<file path="config.mk">
export PLATFORM = sky130hd
export DESIGN_NAME = booth_r8_mac_seq
export DESIGN_NICKNAME = d
export VERILOG_FILES = /design/src/rtl/booth_r8_mac_seq.sv
export SDC_FILE = /design/constraint.sdc
export NUM_CORES = 1
export LEC_CHECK = 0
export CORE_ASPECT_RATIO = 1.4
export CORE_UTILIZATION = 23
export DETAILED_ROUTE_END_ITERATION = 8
export DONT_BUFFER_PORTS = 1
export GPL_ROUTABILITY_DRIVEN = 0
export PLACE_DENSITY = 0.45
export SYNTH_ARGS = -nofsm -noshare
export SYNTH_HDL_FRONTEND = slang
export SYNTH_SLANG_ARGS = --single-unit
</file>
<file path="constraint.sdc">
create_clock -name clk -period 10.7 [get_ports clk]
set_clock_uncertainty 0.2 [all_clocks]
set_input_delay 2.14 -clock clk [delete_from_list [all_inputs] [get_ports clk]]
set_output_delay 2.14 -clock clk [all_outputs]
set_load 0.01 [all_outputs]
</file>
<file path="src/rtl/booth_r8_mac_seq.sv">
// Iterative radix-8 Booth multiplier / multiply-accumulator with valid/ready handshakes.
// Each transaction takes one precompute cycle plus G recode cycles; the result register doubles as the accumulator.
module booth_r8_mac_seq #(
    parameter int N     = 8,
    parameter int ACC_W = 2*N+8
) (
    input  logic             clk,
    input  logic             reset,
    input  logic             in_valid,
    output logic             in_ready,
    input  logic [N-1:0]     a,
    input  logic [N-1:0]     b,
    input  logic             is_signed,
    input  logic             acc_mode,
    output logic             out_valid,
    input  logic             out_ready,
    output logic [ACC_W-1:0] result,
    output logic             busy
);
    localparam int G  = (N+3)/3;
    localparam int RW = 3*G+1;
    localparam int KW = $clog2(G+1);

    typedef enum logic [1:0] {IDLE, PRECOMP, RUN, DONE} state_t;

    state_t            state_q, state_d;
    logic [N-1:0]      a_q, a_d, b_q, b_d;
    logic              sgn_q, sgn_d, accm_q, accm_d;
    logic [ACC_W-1:0]  m1_q, m1_d, m2_q, m2_d, m3_q, m3_d, m4_q, m4_d;
    logic [RW-1:0]     r_q, r_d;
    logic [ACC_W-1:0]  sum_q, sum_d;
    logic [KW-1:0]     k_q, k_d;
    logic [ACC_W-1:0]  result_q, result_d;
    logic              out_valid_q, out_valid_d;

    logic [N:0]        a_ext;
    logic [ACC_W-1:0]  m1_ext, sel, sel_sh, sum_nxt;

    // Handshake rule: a transfer happens on a rising edge where valid and ready are both high;
    // a producer holds its data stable while valid is high and ready is low.
    always_comb begin
        state_d     = state_q;
        a_d         = a_q;
        b_d         = b_q;
        sgn_d       = sgn_q;
        accm_d      = accm_q;
        m1_d        = m1_q;
        m2_d        = m2_q;
        m3_d        = m3_q;
        m4_d        = m4_q;
        r_d         = r_q;
        sum_d       = sum_q;
        k_d         = k_q;
        result_d    = result_q;
        out_valid_d = out_valid_q;

        a_ext  = {sgn_q & a_q[N-1], a_q};
        m1_ext = {{(ACC_W-N-1){a_ext[N]}}, a_ext};

        // Low four bits of the shifting recode vector form the current overlapping Booth group.
        case (r_q[3:0])
            4'b0001, 4'b0010: sel = m1_q;
            4'b0011, 4'b0100: sel = m2_q;
            4'b0101, 4'b0110: sel = m3_q;
            4'b0111:          sel = m4_q;
            4'b1000:          sel = -m4_q;
            4'b1001, 4'b1010: sel = -m3_q;
            4'b1011, 4'b1100: sel = -m2_q;
            4'b1101, 4'b1110: sel = -m1_q;
            default:          sel = '0;
        endcase
        sel_sh  = sel << (3 * k_q);
        sum_nxt = sum_q + sel_sh;

        case (state_q)
            IDLE: begin
                if (in_valid) begin
                    a_d     = a;
                    b_d     = b;
                    sgn_d   = is_signed;
                    accm_d  = acc_mode;
                    state_d = PRECOMP;
                end
            end
            PRECOMP: begin
                m1_d    = m1_ext;
                m2_d    = m1_ext << 1;
                m3_d    = m1_ext + (m1_ext << 1);
                m4_d    = m1_ext << 2;
                r_d     = {{(RW-N-1){sgn_q & b_q[N-1]}}, b_q, 1'b0};
                sum_d   = '0;
                k_d     = '0;
                state_d = RUN;
            end
            RUN: begin
                sum_d = sum_nxt;
                r_d   = r_q >> 3;
                k_d   = k_q + KW'(1);
                if (k_q == KW'(G-1)) begin
                    result_d    = accm_q ? result_q + sum_nxt : sum_nxt;
                    out_valid_d = 1'b1;
                    state_d     = DONE;
                end
            end
            DONE: begin
                if (out_ready) begin
                    out_valid_d = 1'b0;
                    state_d     = IDLE;
                end
            end
            default: state_d = IDLE;
        endcase
    end

    always_ff @(posedge clk or posedge reset) begin
        if (reset) begin
            state_q     <= IDLE;
            a_q         <= '0;
            b_q         <= '0;
            sgn_q       <= 1'b0;
            accm_q      <= 1'b0;
            m1_q        <= '0;
            m2_q        <= '0;
            m3_q        <= '0;
            m4_q        <= '0;
            r_q         <= '0;
            sum_q       <= '0;
            k_q         <= '0;
            result_q    <= '0;
            out_valid_q <= 1'b0;
        end else begin
            state_q     <= state_d;
            a_q         <= a_d;
            b_q         <= b_d;
            sgn_q       <= sgn_d;
            accm_q      <= accm_d;
            m1_q        <= m1_d;
            m2_q        <= m2_d;
            m3_q        <= m3_d;
            m4_q        <= m4_d;
            r_q         <= r_d;
            sum_q       <= sum_d;
            k_q         <= k_d;
            result_q    <= result_d;
            out_valid_q <= out_valid_d;
        end
    end

    assign in_ready  = (state_q == IDLE);
    assign busy      = (state_q != IDLE);
    assign out_valid = out_valid_q;
    assign result    = result_q;
endmodule

</file>
==> results of run 1 <==
per-stage QoR:
stage,instances,instance area [um^2]
final,1483,9460
after global routing,1483,9460
after CTS,1483,9460
after detailed placement,1467,9140
after global placement,1467,9140
after floorplan,1039,8750
final cells by class:
class | count | area [um^2] | share of cell area
inverters | 79 | 299 | 0.0316
repair buffers | 10 | 75.1 | 0.00794
well taps | 473 | 592 | 0.0626
multi-input cells | 806 | 5690 | 0.602
clock inverters | 7 | 96.3 | 0.0102
clock buffers | 9 | 225 | 0.0238
flip-flops and latches | 99 | 2480 | 0.262
sequential cells by signal, indices dropped and copies added, names as in the netlist:
| register | cells |
|---|---|
| sgn_q | 1 |
| k_q | 2 |
| a_q | 8 |
| r_q | 10 |
| state_q | 2 |
| m2_q | 7 |
| out_valid | 1 |
| result | 24 |
| sum_q | 24 |
| m3_q | 11 |
| b_q | 8 |
| accm_q | 1 |
cell usage after synthesis (all sizes together) (19+ instances only):
master	number
nor2	70
xor2	19
clkbuf	37
mux2i	41
o21ai	82
nor3	25
dfrtp	99
nand2	90
o22ai	22
inv	78
nand3	34
ha	68
mux2	41
xnor2	36
a21oi	76
worst max path at each step:
stage	cells past startpoint	to
final	33	result[23]
after global routing	33	result[21]
after CTS	33	result[23]
after detailed placement	33	result[23]
after global placement	33	result[23]
after floorplan	34	result[23]
cells by family after synthesis:
group	after synthesis
AOI/OAI and AO/OA	320
and+or+nand+nor	277
buffers and inverters	134
DFF	99
muxes	83
adders and majority gates	71
xor gates and xnor gates	55
routing by layer:
| metal | GRT usage | vias up |
|---|---|---|
| met5 | 0 | - |
| met4 | 0.0613 | 0 |
| met3 | 0.0242 | 43 |
| met2 | 0.241 | 140 |
| met1 | 0.163 | 3530 |
| li1 | - | 3720 |
==> flow_metrics.py, run 1 <==
metrics = {
    "sta": {
        "timing.setup.tns_ns": 0,
        "worstMarginPinSlew_ns": 0.987,
        "max_freq_mhz": 122,
        "fin_crit_ns": 8.20,
        "hold_violations": 0,
        "setup_viol": 0,
        "rsz0062_at_grt": "no",
        "timing.hold.ws_ns": 0.309,
        "slew_viol_final": 0,
        "timing.final.crit_share": 0.767,
        "worst_slew_margin_rel": 0.342,
        "fin_ws_ns": 2.50,
    },
    "global_routing": {
        "first_global_vias": 7514,
        "grt_usage": 0.137,
        "grt_pass1_wl_mm": 42.0,
        "grt-ovfl-total": 0,
        "grt_max_degree": 60,
        "antenna_found_initial": 0,
    },
    "floorplan": {
        "dieArea_um2": 38900,
        "start_util": 0.233,
        "design.core.area_um2": 37500,
        "core.rowCount": 84,
        "die_h_um": 233,
        "die_w_um": 167,
        "ios": 49,
    },
    "clock_tree": {
        "htree_levels": 3,
        "cts-root-buf": "clkbuf_16",
        "cts_buffers": 9,
        "clk_latency_ns": 0.39,
        "ctsHoldBuffers": 0,
        "cts_setup_buffers": 0,
        "ctsResizeCount": 0,
        "cts_tree": "built",
        "clk_pin_slew_ns": 0.09,
        "cts_buffer_depth": 2,
        "cts.sinks": 99,
    },
    "worst_setup_path": {
        "cp_slowest_stage_delay_ns": 0.62,
        "path_max_fanout": 8,
        "cpMostUsedCell": "ha_1",
        "crit_arrival_ns": 8.27,
        "timing.rr.end": "result[23]",
        "worstSetupPathType": "register to register",
        "critPathTopFamily": "compound AO/OA/AOI/OAI gates",
        "setup.worst_path.start_class": "register",
        "r2r_setup_slack_ns": 2.50,
        "cp_num_buf_inv": 3,
        "crit_path_start": "m3_q[0]",
        "worst_path_max_delay_cell": "nor4b_1",
        "reg2reg_depth": 33,
        "endpoint_kind": "register",
        "timing.rr.start": "m3_q[0]",
        "timing.critical_path.required_ns": 10.77,
    },
    "synth": {
        "synth_top_family_by_area": "compound AO/OA/AOI/OAI gates",
        "synth_nets": 1132,
        "synth_largest_area_cell": "dfrtp_1",
        "synth_area_um2": 8750,
        "yosys.cell_types.count": 74,
        "synth_mux_area_frac": 0.102,
        "synth_top_area_frac": 0.283,
        "synthAdderAreaFrac": 0.104,
        "ys_async_sr_fraction": 1.00,
        "synth-main-ff-cell": "dfrtp_1",
        "synthCells": 1039,
        "ys_warn_count": 0,
        "synth_xor_area_frac": 0.0550,
        "synth_compound_area_frac": 0.239,
        "postSynthAreaPerCell_um2": 8.42,
        "synth_edf_count": 0,
        "synth.ff_latch_count": 99,
        "yosys.area_share.simple": 0.150,
        "ys_seq_area_frac": 0.283,
        "yosys-top-cells-area": "dfrtp_1 28%, ha_1 9.7%, mux2_2 5.3%, mux2i_1 4.7%, o21ai_0 4.4%",
    },
    "detailed_routing": {
        "ant_nets": 0,
        "drt_iter0_markers": 303,
        "avgRoutedWirePerCell_um": 17.1,
        "drt-met1-wl_mm": 10.9,
        "routed-wl-met3_um": 860,
        "top_layer": "met4",
        "vias": 7433,
        "via_per_inst": 5.01,
        "met2WireLength_mm": 12.8,
        "drtPass1Iterations": 5,
        "drc": 0,
        "wirelength_mm": 25.4,
    },
    "worst_hold_path": {
        "hp-start": "r_q[8]",
        "hold_end": "r_q[8]",
        "hold_class": "register to register",
        "hold_depth": 1,
    },
    "final_layout": {
        "fillers": 4052,
        "fin_util": 0.252,
        "final_cell_mix": "99 x dfrtp_1, 90 x nand2_1, 77 x inv_1, 77 x o21ai_0, 76 x a21oi_1",
        "drive_gt1_frac": 0.0822,
        "layout_commonest_cell": "dfrtp_1",
        "nets": 1098,
        "n_antenna_cell": 0,
        "area_growth_pct": 8.06,
    },
    "job": {
        "drv_cap": 0,
    },
    "placed_design": {
        "dp_slack_ns": 2.59,
        "numPortBuffers": 0,
        "dp_hpwl_mm": 19.2,
    },
    "outcome": {
        "outcome": "completed",
    },
}
Power of run 1 is not shown: default switching activity piles up to over one toggle a cycle in this logic, so the estimate is an artifact.
==> run 2, diff against run 1 <==
- PLACE_DENSITY: 0.45 -> 0.46
- clock period: 10.7 -> 6.7 ns (I/O delays scaled with it)
==> run 2 against run 1 <==
- core utilization increased by 3.7 points
- die area unchanged
- register-to-register slack got worse by 2.2 ns
- cell area increased by 15%
- routed wire length increased by 4.6%
- cell count increased by 9.6%
- count of clock-buffer cells in the layout unchanged
- fmax increased by 28%
- worst setup slack got worse by 2.2 ns
- first-iteration DRC count increased by 16%
- critical endpoint unchanged
- highest routed layer unchanged
==> flow_metrics.py, run 2 (same netlist as run 1, synthesis figures left out) <==
metrics = {
    "clock_tree": {
        "cts_tree": "built",
        "cts_buffers": 9,
        "cts.sinks": 99,
        "cts-root-buf": "clkbuf_16",
        "htree_levels": 3,
        "cts_buffer_depth": 2,
        "clk_pin_slew_ns": 0.08,
        "clk_latency_ns": 0.38,
    },
    "worst_setup_path": {
        "timing.critical_path.required_ns": 6.78,
        "endpoint_kind": "register",
        "timing.rr.end": "result[23]",
        "timing.rr.start": "m3_q[0]",
        "worst_path_max_delay_cell": "or3b_4",
        "r2r_setup_slack_ns": 0.32,
        "path_max_fanout": 7,
        "cp_slowest_stage_delay_ns": 0.47,
        "crit_arrival_ns": 6.46,
        "crit_path_start": "m3_q[0]",
        "setup.worst_path.start_class": "register",
        "reg2reg_depth": 28,
        "crit_end": "result[23]",
        "worstSetupPathType": "register to register",
    },
    "global_routing": {
        "grt_max_degree": 60,
        "grt_pass1_wl_mm": 42.6,
        "grt-ovfl-total": 0,
        "grt_usage": 0.139,
        "first_global_vias": 8150,
        "antenna_found_initial": 0,
    },
    "final_layout": {
        "nets": 1241,
        "final_cells": 1625,
        "seq_area_um2": 2480,
        "layout_commonest_cell": "buf_4",
        "multi_input_area_um2": 6040,
        "fillers": 3989,
        "n_antenna_cell": 0,
        "final_cell_mix": "153 x buf_4, 98 x dfrtp_1, 89 x nand2_1",
        "area_growth_pct": 23.8,
        "drive_gt1_frac": 0.241,
    },
    "detailed_routing": {
        "drtPass1Iterations": 4,
        "drt_iter0_markers": 350,
        "vias": 8007,
        "via_per_inst": 4.93,
        "wirelength_mm": 26.6,
        "avgRoutedWirePerCell_um": 16.3,
        "ant_nets": 0,
        "drc": 0,
    },
    "outcome": {
        "outcome": "completed",
    },
    "floorplan": {
        "die_w_um": 167,
        "ios": 49,
        "dieArea_um2": 38900,
        "core.rowCount": 84,
        "die_h_um": 233,
        "start_util": 0.233,
        "design.core.area_um2": 37500,
    },
    "sta": {
        "fin_crit_ns": 6.38,
        "worstMarginPinSlew_ns": 0.973,
        "worst_slew_margin_rel": 0.352,
        "setup_viol": 0,
        "slew_viol_final": 0,
        "hold_violations": 0,
        "timing.final.crit_share": 0.953,
        "max_freq_mhz": 157,
        "timing.setup.tns_ns": 0,
    },
    "placed_design": {
        "dp_cells": 1602,
        "numPortBuffers": 0,
        "dp_hpwl_mm": 20.8,
    },
    "worst_hold_path": {
        "hold_class": "register to register",
    },
    "job": {
        "drv_cap": 0,
    },
}
-- run 2: cell types whose count changed in the layout (fill, tap and decap cells not counted), sizes merged --
cell	change
clkinvlp	+1
bufinv	-1
clkinv	-1
buf	+143
-- run 2: layout make-up --
type	instances	area share
flip-flops and latches	99	0.229
clock buffers	9	0.0208
clock inverters	6	0.00554
multi-input cells	806	0.557
repair buffers	153	0.106
well taps	473	0.0546
inverters	79	0.0276
-- run 2: critical path, delay by kind of cell (launching register included) --
family | cells | cell delay (ns)
adders and majority gates | 2 | 0.64
and+or+nand+nor | 11 | 2.26
AOI/OAI and AO/OA | 9 | 1.61
buffers and inverters | 2 | 0.33
muxes | 3 | 0.53
xor gates and xnor gates | 1 | 0.29
DFF | 1 | 0.41
-- run 2: worst min path at each step --
stage | slack [ns] | from | cells past startpoint | to
final | 0.31 | b_q[7] | 1 | b_q[7]
after global routing | 0.33 | b_q[7] | 1 | b_q[7]
after CTS | 0.31 | b_q[7] | 1 | b_q[7]
after detailed placement | 0.29 | b_q[7] | 1 | b_q[7]
after global placement | 0.29 | b_q[7] | 1 | b_q[7]
after floorplan | 0.27 | b_q[7] | 1 | b_q[7]
-- run 2: layer usage --
layer  part of all wire  global-route usage
met5                  0                   0
met4              0.032              0.0605
met3              0.029              0.0235
met2               0.52               0.262
met1               0.41               0.152
-- run 2: timing repair --
action,CTS,global route
pin swaps,2,26
setup buffers,1,7
hold buffers,0,0
setup endpoints to repair,8,9
gates resized for setup,9,63
-- run 2: through the flow --
| stage | util | setup WS (ns) | instance area, um^2 | hold slack [ns] |
|---|---|---|---|---|
| after floorplan | - | 0.263 | 8750 | 0.271 |
| after global placement | 0.271 | -0.405 | 10200 | 0.289 |
| after detailed placement | 0.271 | -0.403 | 10200 | 0.290 |
| after CTS | 0.280 | 0.0102 | 10500 | 0.308 |
| after global routing | 0.289 | -0.0363 | 10800 | 0.335 |
| final | 0.289 | 0.316 | 10800 | 0.305 |
Power of run 2 is left out for the same reason.
